`src/rtl/axis_parity_appender.sv`:
```
// axis_parity_appender
// Forwards each packet's data bytes unchanged, then appends one LRC byte
// (XOR of all packet bytes, optionally inverted) that carries m_tlast.
// Packets longer than MAX_LEN bytes are closed after byte MAX_LEN.
// The remaining bytes start a new packet.

module axis_parity_appender #(
  parameter int DATA_W     = 8,
  parameter bit PARITY_ODD = 1'b0,
  parameter int MAX_LEN    = 256
) (
  input  logic              in_clock,
  input  logic              axis_aresetn,
  input  logic              axis_s_tvalid,
  input  logic [DATA_W-1:0] axis_s_tdata,
  input  logic              axis_s_tlast,
  output logic              axis_s_tready,
  output logic              axis_m_tvalid,
  output logic [DATA_W-1:0] axis_m_tdata,
  output logic              axis_m_tlast,
  input  logic              axis_m_tready,
  output logic [15:0]       pkt_count,
  output logic              err_len,
  output logic              dbg_state
);

  // Length counter only needs to reach MAX_LEN-1; it is reset when a packet closes.
  localparam int LEN_W = (MAX_LEN > 1) ? $clog2(MAX_LEN) : 1;
  localparam logic [LEN_W-1:0]  LEN_LAST = LEN_W'(MAX_LEN - 1);
  localparam logic [DATA_W-1:0] LRC_MASK = {DATA_W{PARITY_ODD}};

  typedef enum logic {
    S_PASS   = 1'b0,
    S_APPEND = 1'b1
  } state_t;

  state_t            state_q, state_d;
  logic              m_tvalid_q, m_tvalid_d;
  logic [DATA_W-1:0] m_tdata_q, m_tdata_d;
  logic              m_tlast_q, m_tlast_d;
  logic [DATA_W-1:0] acc_q, acc_d;
  logic [LEN_W-1:0]  len_q, len_d;
  logic [15:0]       pkt_count_q, pkt_count_d;
  logic              err_len_q, err_len_d;

  logic slot_free;
  logic accept;
  logic at_max;

  // Handshake: a beat moves on a rising edge where valid and ready are both
  // high. The output register loads only when it is empty or being drained
  // this cycle (slot_free). While valid is high and ready is low, the output
  // data, last and valid hold their values. Upstream is only accepted in
  // S_PASS; the LRC slot in S_APPEND inserts one input bubble per packet.
  assign slot_free     = !m_tvalid_q || axis_m_tready;
  assign axis_s_tready = (state_q == S_PASS) && slot_free;
  assign accept        = axis_s_tvalid && axis_s_tready;
  assign at_max        = (len_q == LEN_LAST);

  // Next-state and datapath: pass data bytes, then load the LRC beat.
  always_comb begin
    state_d     = state_q;
    m_tvalid_d  = m_tvalid_q;
    m_tdata_d   = m_tdata_q;
    m_tlast_d   = m_tlast_q;
    acc_d       = acc_q;
    len_d       = len_q;
    pkt_count_d = pkt_count_q;
    err_len_d   = err_len_q;
    case (state_q)
      S_PASS: begin
        if (accept) begin
          m_tdata_d  = axis_s_tdata;
          m_tvalid_d = 1'b1;
          m_tlast_d  = 1'b0;
          acc_d      = acc_q ^ axis_s_tdata;
          len_d      = len_q + LEN_W'(1);
          if (axis_s_tlast || at_max) begin
            state_d = S_APPEND;
            len_d   = '0;
          end
          if (at_max && !axis_s_tlast) begin
            err_len_d = 1'b1;
          end
        end else if (axis_m_tready) begin
          m_tvalid_d = 1'b0;
        end
      end
      S_APPEND: begin
        // acc already includes the last data byte of the packet.
        if (slot_free) begin
          m_tdata_d   = acc_q ^ LRC_MASK;
          m_tlast_d   = 1'b1;
          m_tvalid_d  = 1'b1;
          acc_d       = '0;
          pkt_count_d = pkt_count_q + 16'd1;
          state_d     = S_PASS;
        end
      end
      default: begin
        state_d = S_PASS;
      end
    endcase
  end

  // State and output registers; a reset in mid-packet discards the partial packet.
  always_ff @(posedge in_clock or negedge axis_aresetn) begin
    if (!axis_aresetn) begin
      state_q     <= S_PASS;
      m_tvalid_q  <= 1'b0;
      m_tdata_q   <= '0;
      m_tlast_q   <= 1'b0;
      acc_q       <= '0;
      len_q       <= '0;
      pkt_count_q <= '0;
      err_len_q   <= 1'b0;
    end else begin
      state_q     <= state_d;
      m_tvalid_q  <= m_tvalid_d;
      m_tdata_q   <= m_tdata_d;
      m_tlast_q   <= m_tlast_d;
      acc_q       <= acc_d;
      len_q       <= len_d;
      pkt_count_q <= pkt_count_d;
      err_len_q   <= err_len_d;
    end
  end

  assign axis_m_tvalid = m_tvalid_q;
  assign axis_m_tdata  = m_tdata_q;
  assign axis_m_tlast  = m_tlast_q;
  assign pkt_count     = pkt_count_q;
  assign err_len       = err_len_q;
  assign dbg_state     = state_q;

endmodule

```
`config.mk`:
```
export PLATFORM = sky130hd
export DESIGN_NAME = axis_parity_appender
export DESIGN_NICKNAME = d
export VERILOG_FILES = /design/src/rtl/axis_parity_appender.sv
export SDC_FILE = /design/constraint.sdc
export NUM_CORES = 1
export LEC_CHECK = 0
export CAP_MARGIN = 15
export CORE_ASPECT_RATIO = 1.75
export CORE_MARGIN = 2
export CORE_UTILIZATION = 25
export CTS_CLUSTER_SIZE = 25
export DETAILED_ROUTE_END_ITERATION = 6
export PLACE_DENSITY = 0.55
export RECOVER_POWER = 100
export SKIP_CTS_REPAIR_TIMING = 1
export SLEW_MARGIN = 20
export SYNTH_ARGS = -nofsm -noshare
export SYNTH_HDL_FRONTEND = slang
export SYNTH_SLANG_ARGS = --single-unit
```
`constraint.sdc`:
```
create_clock -name in_clock -period 1.5 [get_ports in_clock]
set_clock_uncertainty 0.2 [all_clocks]
set_input_delay 0.15 -clock in_clock [delete_from_list [all_inputs] [get_ports in_clock]]
set_output_delay 0.15 -clock in_clock [all_outputs]
set_load 0.01 [all_outputs]
```
### After elaboration in Yosys (flattened, before gate mapping)

Cells that the tools add are included.
W data, S select, Z words.

| storage, ports and cells | value |
|---|---|
| input bits | 13 |
| memories | 0 |
| flip-flop bits (word level) | 44 |
| ROM bits | 0 |
| word-level logic and storage cells | 45 |
| bits in writable memories | 0 |
| bits in latches | 0 |

| operators by class | value |
|---|---|
| $mul | 0 |
| shift operators | 0 |
| reduce and logical (&&, ||, !) cells | 12 |
| eq/ne operators | 4 |
| magnitude comparators | 0 |
| mux-type cells | 17 |
| div/mod/pow operators | 0 |
| bitwise operators | 2 |
| add/sub/neg operators | 2 |

Operators by type and width:

| operator | number |
|---|---|
| $mux W8 | 5 |
| $pmux W8 S2 | 2 |
| $add A16 B1 Y16 const B | 1 |
| $add A8 B1 Y8 const B | 1 |
| $eq A8 B8 Y1 const B | 1 |
| $reduce_and A2 Y1 | 4 |
| $xor A8 B8 Y8 | 1 |
| $mux W1 | 7 |
| $pmux W1 S2 | 3 |
| $logic_and A1 B1 Y1 | 3 |
| $ne A3 B3 Y1 const B | 1 |
| $reduce_and A3 Y1 | 1 |
| $logic_not A1 Y1 | 2 |
| $logic_or A1 B1 Y1 | 2 |
| $ne A2 B1 Y1 const B | 1 |
| $ne A2 B2 Y1 const B | 1 |
| $not A1 Y1 | 1 |

### Depth between registers and ports, before layout

| logic depth | value |
|---|---|
| word-level depth | 6 |
| depth in mapped cells | 6 |
| mapped depth without buffers | 5 |

### Worst setup path after synthesis

Ideal clock, no wire load.

| timing | value |
|---|---|
| path type | reg2reg |
| start point | register state_q (netlist: dbg_state) |
| end point | register len_q[4] |
| clock period less this slack | 1.563 ns |
| slack | -0.063 ns |
| arrival | 1.267 ns |
| required time | 1.205 ns |
| cell stages (with the launch flop) | 5 |
| path buffers | 1 |
| cell sequence | dfrtp_1 buf_2 nand2b_4 or3_1 o31ai_1 |

| on the way | value |
|---|---|
| cells in the longest elaborated chain, start to end | 4 |

Ends and longest elaborated chain:

| what | line | source |
|---|---|---|
| from (decl) | 37 | `state_t state_q, state_d;` |
| from (signal assigned) | 118 | `state_q <= state_d;` |
| $not A1 Y1 (no source line) * | - |  |
| $logic_and A1 B1 Y1 | 56 | `assign axis_s_tready = (state_q == S_PASS) && slot_free;` |
| $logic_and A1 B1 Y1 | 57 | `assign accept = axis_s_tvalid && axis_s_tready;` |
| $reduce_and A2 Y1 (no source line) * | - |  |
| to (signal assigned) | 123 | `len_q <= len_d;` |
| to (decl) | 42 | `logic [LEN_W-1:0] len_q, len_d;` |

Mark *: on every way between the ends. The rest lies on a longest branch, timed or not.
A chain may end at the register's enable or synchronous reset.

### Worst setup path after layout

| timing | value |
|---|---|
| start point | register m_tvalid_q (netlist: axis_m_tvalid) |
| end point | register len_q[4] |

| on the way | value |
|---|---|
| cells in the longest elaborated chain, start to end | 5 |

Ends and longest elaborated chain:

| what | line | source |
|---|---|---|
| from (decl) | 38 | `logic m_tvalid_q, m_tvalid_d;` |
| from (signal assigned) | 119 | `m_tvalid_q <= m_tvalid_d;` |
| $logic_not A1 Y1 | 55 | `assign slot_free = !m_tvalid_q \|\| axis_m_tready;` |
| $logic_or A1 B1 Y1 | 55 |  |
| $logic_and A1 B1 Y1 | 56 |  |
| $logic_and A1 B1 Y1 | 57 |  |
| $reduce_and A2 Y1 (no source line) | - |  |

Every way passes these cells.

==> results.sh <==
export IMPL_cp_slowest_stage_delay_ns=0.42
export IMPL_failed_checks="negative setup slack"
export IMPL_syn_num_nets=209
export IMPL_synth_top_area_cell="dfrtp_1"
export IMPL_slew_violations=0
export IMPL_period_needed_ns=1.557
export IMPL_r2r_setup_slack_ns=-0.06
export IMPL_cts_buffers=5
export IMPL_powerDensity_mw_per_mm2=1233
export IMPL_dp_cells=349
export IMPL_cts_tree="done"
export IMPL_crit_chain="nor2b_4, buf_12, or3_4, o31ai_2"
export IMPL_wl_per_cell_microns=13.80
export IMPL_status="finished with violations"
export IMPL_grt_max_degree=45
export IMPL_seqCellArea_sq_mm=0.001107
export IMPL_synth_seq_cells=44
export IMPL_remaining_drc_errors=0
export IMPL_place_gp_congestion=0.7671
export IMPL_period_share_pct=103.8
export IMPL_stdcell_count=370
export IMPL_drive_gt1_share_pct=34.53
export IMPL_routed_wl_mm=5.106
export IMPL_arrival_ns=1.56
export IMPL_ys_types=34
export IMPL_multiInputGateArea_sq_mm=0.001120
export IMPL_grt_pass1_vias=1661
export IMPL_crit_type="reg2reg"
export IMPL_antenna_found_initial=0
export IMPL_diodes=0
export IMPL_rr_worst_depth=4
export IMPL_die_h_microns=125.6
export IMPL_h_tree_depth=2
export IMPL_synth_area_sq_mm=0.002111
export IMPL_slew_headroom_pct=57.29
export IMPL_crit_path_top_delay_cell="dfrtp_1"
export IMPL_final_setup_worst_slack_ns=-0.05724
export IMPL_die_w_microns=73.46
export IMPL_drv_cap=0
export IMPL_clock_latency_ns=0.29
export IMPL_max_freq_mhz=642.2
export IMPL_hp_start="err_len$_DFFE_PN0P_"
export IMPL_dieArea_sq_mm=0.009223
export IMPL_crit_cells=4
export IMPL_fp_row_count=44
export IMPL_cp_top_family="simple AND/OR/NAND/NOR gates"
export IMPL_hold_ws_ns=0.2600
export IMPL_io_buffers=41
export IMPL_fin_nets=292
export IMPL_finalSetupViolations=5
export IMPL_critPathCaptureType="register"
export IMPL_rsz0062_at_grt="yes"
export IMPL_viasPerCell=4.584
export IMPL_dpl_hpwl_mm=3.576
export IMPL_path_clk_slew_ns=0.07
export IMPL_cts_buffer_depth=2
export IMPL_whs_path_depth=1
export IMPL_yosysTopAreaCellShare_pct=52.16
export IMPL_grtUsageTotal_pct=11.49
export IMPL_vias=1696
export IMPL_netlist_top_cells_area="dfrtp_1 (52%), xor2_1 (6.2%), xnor2_1 (4.1%)"
export IMPL_holdPathEnd="err_len$_DFFE_PN0P_"
export IMPL_drtIter0Drc=62
export IMPL_cp_start_kind="register"
export IMPL_holdCritPathClass="reg2reg"
export IMPL_core_sq_mm=0.008258
export IMPL_worstMarginPinSlew_ns=0.6406
export IMPL_yosys_warnings=0
export IMPL_vdd_drop_max_mv=0.4858
export IMPL_mostFrequentLayoutCells="dfrtp_1 (39), buf_4 (38), nand2_1 (21), clkdlybuf4s25_1 (18), xor2_1 (15)"
export IMPL_crit_buf_inv=1
export IMPL_critPathMaxFanout=8
export IMPL_leakage_nw=1.551
export IMPL_ioPinCount=42
export IMPL_grt_first_pass_wirelength_mm=8.169
export IMPL_antenna_left=0
export IMPL_grt_overflow_total=0
export IMPL_area_delta_synth_final_pct=55.84
export IMPL_avgSynthCellArea_sq_um=10.88
export IMPL_syn_instance_count=194
export IMPL_final_common_cell="dfrtp_1"
export IMPL_initial_core_util_pct=25.56
export IMPL_cp_required_ns=1.50
export IMPL_cts_root_buf="clkbuf_16"
export IMPL_startpoint="axis_m_tvalid$_DFFE_PN0P_"
export IMPL_cts_sinks=44
export IMPL_ys_seq_area_share_pct=52.16
export IMPL_first_pass_iters=3
export IMPL_rr_endpoint="len_q[4]$_DFFE_PN0P_"
export IMPL_r2r_start="axis_m_tvalid$_DFFE_PN0P_"
export IMPL_hold_viol=0
export IMPL_fillCellCount=825
==> worst max path at each step <==
stage | slack, ns | end
6_report | -0.06 | len_q[4]$_DFFE_PN0P_
5_1_grt | -0.11 | len_q[4]$_DFFE_PN0P_
4_1_cts | -0.34 | axis_s_tready
3_5_place_dp | -0.27 | pkt_count[6]$_DFFE_PN0P_
3_3_place_gp | -0.25 | pkt_count[1]$_DFFE_PN0P_
2_1_floorplan | -0.02 | len_q[4]$_DFFE_PN0P_
==> cells in the mapped netlist, drive strengths merged <==
library cell and instances:
a21o 3, a22o 1, a31oi 1, and2 1, and3 3, and4 2, buf 7, dfrtp 44
ha 2, inv 1, mux2 1, mux2i 8, nand2 23, nand2b 2, nand3 16, nand4 2
nor2 17, nor2b 2, nor3 9, nor3b 1, nor4 2, o21a 1, o21ai 15, o31ai 3
or3 2, xnor2 10, xor2 15
==> final cells by class <==
cell class                      count  area share [%]
Clock inverter                      2           1.179
Clock buffer                        6           4.222
Multi-Input combinational cell    142           34.04
Timing Repair Buffer               83           23.28
Inverter                            1          0.1141
Tap cell                           92           3.499
Sequential cell                    44           33.66
==> per-stage QoR <==
step | util [%] | cell area (sq um) | power [mW] | setup TNS [ns] | setup slack, ns
final | 39.83 | 3289 | 4.057 | -0.1576 | -0.05724
after detailed placement | 34.41 | 2841 | 2.608 | -8.468 | -0.2742
after floorplan | - | 2120 | 2.066 | -0.04311 | -0.02156
after global placement | 34.41 | 2841 | 2.594 | -7.531 | -0.2477
after CTS | 36.56 | 3019 | 3.953 | -4.061 | -0.3449
after global routing | 39.83 | 3289 | 4.278 | -0.8916 | -0.1068
==> logic make-up (layout without fill, tap and decap cells) <==
group / count (synthesis) / after routing / share of synthesized area, %
adder cells (fa/ha/maj): 2 / 2 / 1.185
AO/OA/AOI/OAI: 24 / 24 / 6.758
buffers and inverters: 8 / 92 / 2.430
flip-flops: 44 / 44 / 52.16
multiplexers: 9 / 9 / 4.327
AND/OR/NAND/NOR: 82 / 82 / 22.76
XOR/XNOR: 25 / 25 / 10.37
==> state kept, by name (all words and copies together), names as in the netlist <==
register       count
dbg_state          1
pkt_count         16
axis_m_tdata       8
axis_m_tvalid      1
len_q              8
acc_q              8
axis_m_tlast       1
err_len            1
==> worst reg2reg max path, stage by stage (launching register included) <==
cell     delay, ns
dfrtp_1       0.42
nor2b_4       0.16
buf_12        0.14
or3_4         0.39
o31ai_2       0.18
==> per-layer routing <==
| metal | up-vias | wire, microns | track usage (%) |
|---|---|---|---|
| li1 | 832 | - | - |
| met1 | 834 | 2040 | 13.64 |
| met2 | 25 | 2829 | 19.17 |
| met3 | 5 | 128 | 2.417 |
| met4 | 0 | 108 | 5.455 |
| met5 | - | 0 | 0 |
==> report_power, final <==
group	internal [mW]	leakage [nW]	total [mW]	switching, mW
combinational	0.628	0.901	1.09	0.463
clock	0.835	0.0871	1.33	0.491
sequential	1.43	0.563	1.64	0.208
(Power assumes the default switching activity.)
